===== config.mk =====
export PLATFORM = sky130hd
export DESIGN_NAME = clock_segment_recorder
export DESIGN_NICKNAME = d
export VERILOG_FILES = /design/src/rtl/clock_segment_recorder.sv
export SDC_FILE = /design/constraint.sdc
export NUM_CORES = 1
export LEC_CHECK = 0
export ABC_AREA = 1
export BUFFER_PORTS_ARGS = -buffer_cell sky130_fd_sc_hd__buf_2
export CAP_MARGIN = 20
export CORE_ASPECT_RATIO = 0.9
export CORE_UTILIZATION = 62
export CTS_BUF_LIST = sky130_fd_sc_hd__clkbuf_4
export CTS_CLUSTER_DIAMETER = 120
export CTS_CLUSTER_SIZE = 8
export DETAILED_ROUTE_END_ITERATION = 8
export PLACE_DENSITY = 0.92
export SLEW_MARGIN = 25
export SYNTH_ARGS = -nofsm -noshare
export SYNTH_HDL_FRONTEND = slang
export SYNTH_SLANG_ARGS = --single-unit

===== constraint.sdc =====
create_clock -name refclk -period 3.2 [get_ports refclk]
set_input_delay 0.64 -clock refclk [delete_from_list [all_inputs] [get_ports refclk]]
set_output_delay 0.64 -clock refclk [all_outputs]
set_load 0.02 [all_outputs]

===== src/rtl/clock_segment_recorder.sv =====
// Records an external clock as run-length compressed {high, low, repeat} segment
// words, in the same 128-bit format the segmented clock generator replays.
module clock_segment_recorder #(
  parameter int CNT_W = 48,
  parameter int REP_W = 32
) (
  input  logic                     refclk,
  input  logic                     reset,
  input  logic                     sig_in,
  input  logic                     arm,
  input  logic                     abort,
  input  logic [CNT_W-1:0]         timeout_counts,
  input  logic                     seg_ready,
  output logic                     seg_valid,
  output logic [2*CNT_W+REP_W-1:0] seg_data,
  output logic                     recording,
  output logic [15:0]              status,
  output logic [31:0]              n_segments
);

  typedef struct packed {
    logic [CNT_W-1:0] h;
    logic [CNT_W-1:0] l;
    logic [REP_W-1:0] rep;
  } seg_t;

  typedef enum logic [2:0] {IDLE, ARMED, HIGH, LOW, FLUSH} state_t;

  localparam logic [CNT_W-1:0] CNT_MAX = '1;
  localparam logic [REP_W-1:0] REP_MAX = '1;

  state_t           state, state_nxt;
  logic [2:0]       sync_pipe;
  logic             sync, prev, rise, free;
  logic [CNT_W-1:0] hcnt, lcnt, h_lat, close_l;
  logic             hi_to, lo_to;
  seg_t             cur, cur_nxt, new_seg, emit_word, seg_q;
  logic             cur_v, cur_v_nxt;
  logic             start, aborted, stuck, finish, close, flush_emit, emit_req;
  logic [3:0]       st;

  // [0] metastability flop, [1] synchronised level, [2] previous level
  assign sync = sync_pipe[1];
  assign prev = sync_pipe[2];
  assign rise = sync & ~prev;
  assign free = ~seg_valid | seg_ready;
  assign hi_to = (timeout_counts != '0) && (hcnt == timeout_counts);
  assign lo_to = (timeout_counts != '0) && (lcnt == timeout_counts);

  assign seg_data   = seg_q;
  assign status     = {12'b0, st};

  always_ff @(posedge refclk) begin
    if (reset) state <= IDLE;
    else       state <= state_nxt;
  end

  always_comb begin
    state_nxt  = state;
    start      = 1'b0;
    aborted    = 1'b0;
    stuck      = 1'b0;
    finish     = 1'b0;
    close      = 1'b0;
    close_l    = lcnt;
    flush_emit = 1'b0;
    if (state != IDLE && abort) begin
      aborted   = 1'b1;
      state_nxt = IDLE;
    end else begin
      case (state)
        IDLE:  if (arm && !abort) begin start = 1'b1; state_nxt = ARMED; end
        ARMED: if (rise) state_nxt = HIGH;
        HIGH: begin
          if (!sync) state_nxt = LOW;
          else if (hi_to) begin stuck = 1'b1; state_nxt = FLUSH; end
        end
        LOW: begin
          if (rise) begin
            close     = 1'b1;
            state_nxt = HIGH;
          end else if (lo_to) begin
            close     = 1'b1;
            close_l   = timeout_counts;
            finish    = 1'b1;
            state_nxt = FLUSH;
          end
        end
        FLUSH: begin
          if (!cur_v) state_nxt = IDLE;
          else if (free) begin flush_emit = 1'b1; state_nxt = IDLE; end
        end
        default: state_nxt = IDLE;
      endcase
    end

    // merge the closed pair into the current run, or retire the run
    new_seg   = {h_lat, close_l, REP_W'(1)};
    cur_nxt   = cur;
    cur_v_nxt = cur_v;
    emit_req  = 1'b0;
    emit_word = cur;
    if (start || aborted) begin
      cur_v_nxt = 1'b0;
    end else if (close) begin
      if (!cur_v) begin
        cur_nxt   = new_seg;
        cur_v_nxt = 1'b1;
      end else if (cur.h == new_seg.h && cur.l == new_seg.l && cur.rep != REP_MAX) begin
        cur_nxt.rep = cur.rep + 1'b1;
      end else begin
        emit_req = 1'b1;
        cur_nxt  = new_seg;
      end
    end else if (flush_emit) begin
      emit_req  = 1'b1;
      cur_v_nxt = 1'b0;
    end
  end

  always_ff @(posedge refclk) begin
    if (reset) begin
      sync_pipe  <= '0;
      hcnt       <= '0;
      lcnt       <= '0;
      h_lat      <= '0;
      cur        <= '0;
      cur_v      <= 1'b0;
      seg_q      <= '0;
      seg_valid  <= 1'b0;
      recording  <= 1'b0;
      st         <= '0;
      n_segments <= '0;
    end else begin
      sync_pipe <= {sync_pipe[1:0], sig_in};
      cur       <= cur_nxt;
      cur_v     <= cur_v_nxt;

      if ((state == ARMED || state == LOW) && rise) hcnt <= CNT_W'(1);
      else if (state == HIGH && sync && hcnt != CNT_MAX) hcnt <= hcnt + 1'b1;

      if (state == HIGH && !sync) begin
        h_lat <= hcnt;
        lcnt  <= CNT_W'(1);
      end else if (state == LOW && !sync && lcnt != CNT_MAX) begin
        lcnt <= lcnt + 1'b1;
      end

      // a full register with no ready loses the new word, not the held one
      if (emit_req && free) begin
        seg_q     <= emit_word;
        seg_valid <= 1'b1;
      end else if (seg_ready) begin
        seg_valid <= 1'b0;
      end

      if (start) begin
        st         <= '0;
        n_segments <= '0;
        recording  <= 1'b1;
      end else begin
        if (state != IDLE && state_nxt == IDLE) recording <= 1'b0;
        if (aborted) st[1] <= 1'b1;
        if (stuck)   st[2] <= 1'b1;
        if (finish)  st[0] <= 1'b1;
        if (emit_req && !free) st[3] <= 1'b1;
        if (emit_req && free)  n_segments <= n_segments + 32'd1;
      end
    end
  end

endmodule


==> flow_summary.toml <==
[status]
status = "completed"

[grt]
grt_pass1_vias = 20400
grt_overflow = 0
grt-busiest-layer = "met1"
grt_max_degree = 139
met3_usage_pct = 8.94
groute.usage.overall_pct = 38.0
grt_antenna_before_repair = 10
grt_pass1_wl_um = 112000
use_met1_pct = 54.5
grtUsageMet2_pct = 54.5

[clock_network]
numClockSinks = 445
cts-root-buf = "clkbuf_4"
insertion_delay_ns = 0.88
clockBufferDepth = 3
cts_tree = "yes"
numCtsBuffers = 61
cts.clk_slew.worst_paths_ns = 0.13
h-tree-depth = 2

[placement]
io_buffers = 219
gp_congestion = 1.12
dp_hpwl_um = 53800

[critical_path]
crit_buf_inv = 2
cp-end-kind = "register"
setup.worst_path.class = "register to register"
path_delay_family = "simple AND/OR/NAND/NOR gates"
timing.rr.end = "lcnt[37]"
r2r_setup_slack_ns = 0.24
reg2regPathDepth = 15
start_kind = "register"
crit_fanout = 14
cp.required_ns = 3.93
r2r_start = "lcnt[3]"
arrival_ns = 3.69
critPathMaxStageDelay_ns = 0.47
critical-path-slowest-cell = "dfxtp_1"
crit_chain = "nand2_1 -> nor2_1 -> nand3_1 -> nor2_1 -> nand2_1 -> nor3_4 -> nand3_1 -> nand2_1 -> inv_2 -> buf_4 -> nand2_1 -> nor2_1 -> nand2_1 -> xor2_1 -> nor2_1"
timing.critical_path.mode_cell = "nand2_1"

[finish]
fin_util_pct = 68.7
layout-drive-gt1-share_pct = 11.5
nNetsFinal = 3569
layout_commonest_cell = "nand2_1"
syn2layout_area_growth_pct = 9.44
final_cell_mix = "777 x nand2_1, 475 x nor2_1, 445 x dfxtp_1"

[floorplanning]
rows = 66
chipWidth_um = 204
die_h_um = 183
core_mm2 = 0.0361
die_area_mm2 = 0.0373
initial_core_util_pct = 62.8
ioPinCount = 232

[sta]
min_period_over_period_pct = 92.6
final_max_slew_viol_count = 0
worst_pin_slew_ns = 0.982
relSlewSlack_pct = 34.5
rsz0062_at_grt = "no"
setup_viol = 0
hold_viol_final = 0
min_period_ns = 2.96
fin_setup_tns_ns = 0
clock.fmax_mhz = 337
finalClockSkew_ns = 0.0579

[synthesis]
synth_edf_count = 0
synthFlopType = "dfxtp_1"
ys_seq_area_share_pct = 39.3
synthSimpleGateAreaFrac_pct = 32.7
postSynth.asyncResetShare_pct = 0
syn_area_per_cell_um2 = 6.81
synthAdderAreaFrac_pct = 0.221
synth_top_family_by_area = "simple AND/OR/NAND/NOR gates"
syn_area_mm2 = 0.0227
synth-seq-cells = 445
ys_warn_count = 0
synth-compound-area-share_pct = 11.7
synthCells = 3327
synthMuxAreaShare_pct = 0
synth-xor-area-share_pct = 8.27
yosysUniqueCellTypes = 37

[drt]
finalWirelength_um = 72600
drt_iter0_drc = 2819
wl_per_cell_um = 18.2
vias = 23600
final_antenna_net_count = 0
viasPerCell = 5.89
drt_first_pass_iters = 9
drc = 0

[pwr]
p_per_area_mw_per_mm2 = 374
power.leakage_nw = 9.43
vdd_drop_max_v = 0.000272

[min_path]
hold_path.class = "input port to register"
hold_end = "recording"
min_from = "arm"
whs_path_depth = 3

[job]
drv_cap = 0
worst reg2reg max path: stages (launching register included):
cell and delay [ns]:
dfxtp_1 0.47, nand2_1 0.16, nor2_1 0.22, nand3_1 0.22, nor2_1 0.24, nand2_1 0.18
nor3_4 0.28, nand3_1 0.13, nand2_1 0.11, inv_2 0.13, buf_4 0.22, nand2_1 0.10
nor2_1 0.08, nand2_1 0.07, xor2_1 0.16, nor2_1 0.05
where the power goes:
part           leakage (nW)  internal [W]  total (W)  switching [W]
combinational          5.54      0.000226   0.000738       0.000512
clock                 0.308      0.000965    0.00287        0.00191
sequential             3.59       0.00560    0.00566      0.0000632
final cells by class:
type / count / area [um^2]
diodes: 8 / 20.0
clock inverters: 4 / 52.6
well taps: 476 / 596
fillers: 3087 / 11300
flip-flops and latches: 445 / 8910
inverters: 227 / 857
repair buffers: 299 / 1840
multi-input cells: 2477 / 12100
clock buffers: 61 / 458
worst max path at each step:
stage                               end  slack, ns          startpoint  depth (start not counted)
after floorplan           seg_data[100]       0.95   timeout_counts[6]                         14
after global placement     seg_data[49]       0.28  timeout_counts[45]                         15
after detailed placement   seg_data[32]       0.18   timeout_counts[8]                         15
after CTS                  seg_data[32]       0.22            lcnt[31]                         15
after global routing       seg_data[92]      0.009            lcnt[32]                         15
final                          lcnt[37]       0.24             lcnt[3]                         15
metrics by stage:
| step | area, um^2 | std cells | setup WS [ns] | total power (W) | hold WS, ns |
|---|---|---|---|---|---|
| floorplan | 22700 | 3338 | 0.951 | 0.00626 | 0.388 |
| global placement | 24200 | 3922 | 0.277 | 0.00648 | 0.399 |
| detailed placement | 24200 | 3922 | 0.182 | 0.00650 | 0.402 |
| CTS | 24800 | 3989 | 0.222 | 0.00928 | 0.114 |
| global route | 24800 | 3996 | 0.00875 | 0.00962 | 0.156 |
| finish | 24800 | 3997 | 0.237 | 0.00927 | 0.181 |
logic make-up after synthesis:
group,count (synthesis)
compound gates,525
xor+xnor,214
simple gates,1722
fa+ha+maj,4
other cells,1
flops,445
buf+inv,416
sequential cells by signal (all words and copies together) (netlist names), 3 cells and up:
| register | cells |
|---|---|
| seg_data | 128 |
| cur | 128 |
| h_lat | 48 |
| n_segments | 32 |
| st | 4 |
| lcnt | 48 |
| state | 3 |
| sync_pipe | 3 |
| hcnt | 48 |
cells in the mapped netlist (2+ instances only):
cell type,number,area [um^2]
xor2_1,137,1200
nand3_1,100,500
buf_6,9,101
nand3b_1,2,15.0
nor2_1,477,1790
nor4_1,36,225
dfxtp_1,445,8910
ha_1,4,50.1
nand2_2,2,12.5
or2_2,24,150
nand4_1,204,1280
buf_4,16,120
o21ai_0,180,901
nor3b_1,4,30.0
buf_2,56,280
buf_1,13,48.8
o21bai_1,3,22.5
inv_1,216,811
a21oi_1,336,1680
nand2_1,778,2920
clkbuf_1,93,349
clkinv_1,3,11.3
clkbuf_2,2,10.0
xnor2_1,77,674
nor3_1,90,450
a31oi_1,2,12.5
inv_2,8,30.0
metal layers:
metal	vias up	share of wire (%)	wire length, um
met5	-	0.032	23
met4	4	3.5	2570
met3	192	12	8940
met2	1452	42	30100
met1	10600	43	30900
li1	11300	-	-
what timing repair did:
action / 4_1_cts / 5_1_grt
endpoints found under the setup margin: 0 / 27
hold buffers: 2 / 0
endpoints found under the hold margin: 2 / 0
setup buffers: 0 / 0
resized for setup: 0 / 2
Note: power is estimated with default switching activity, not from simulation.
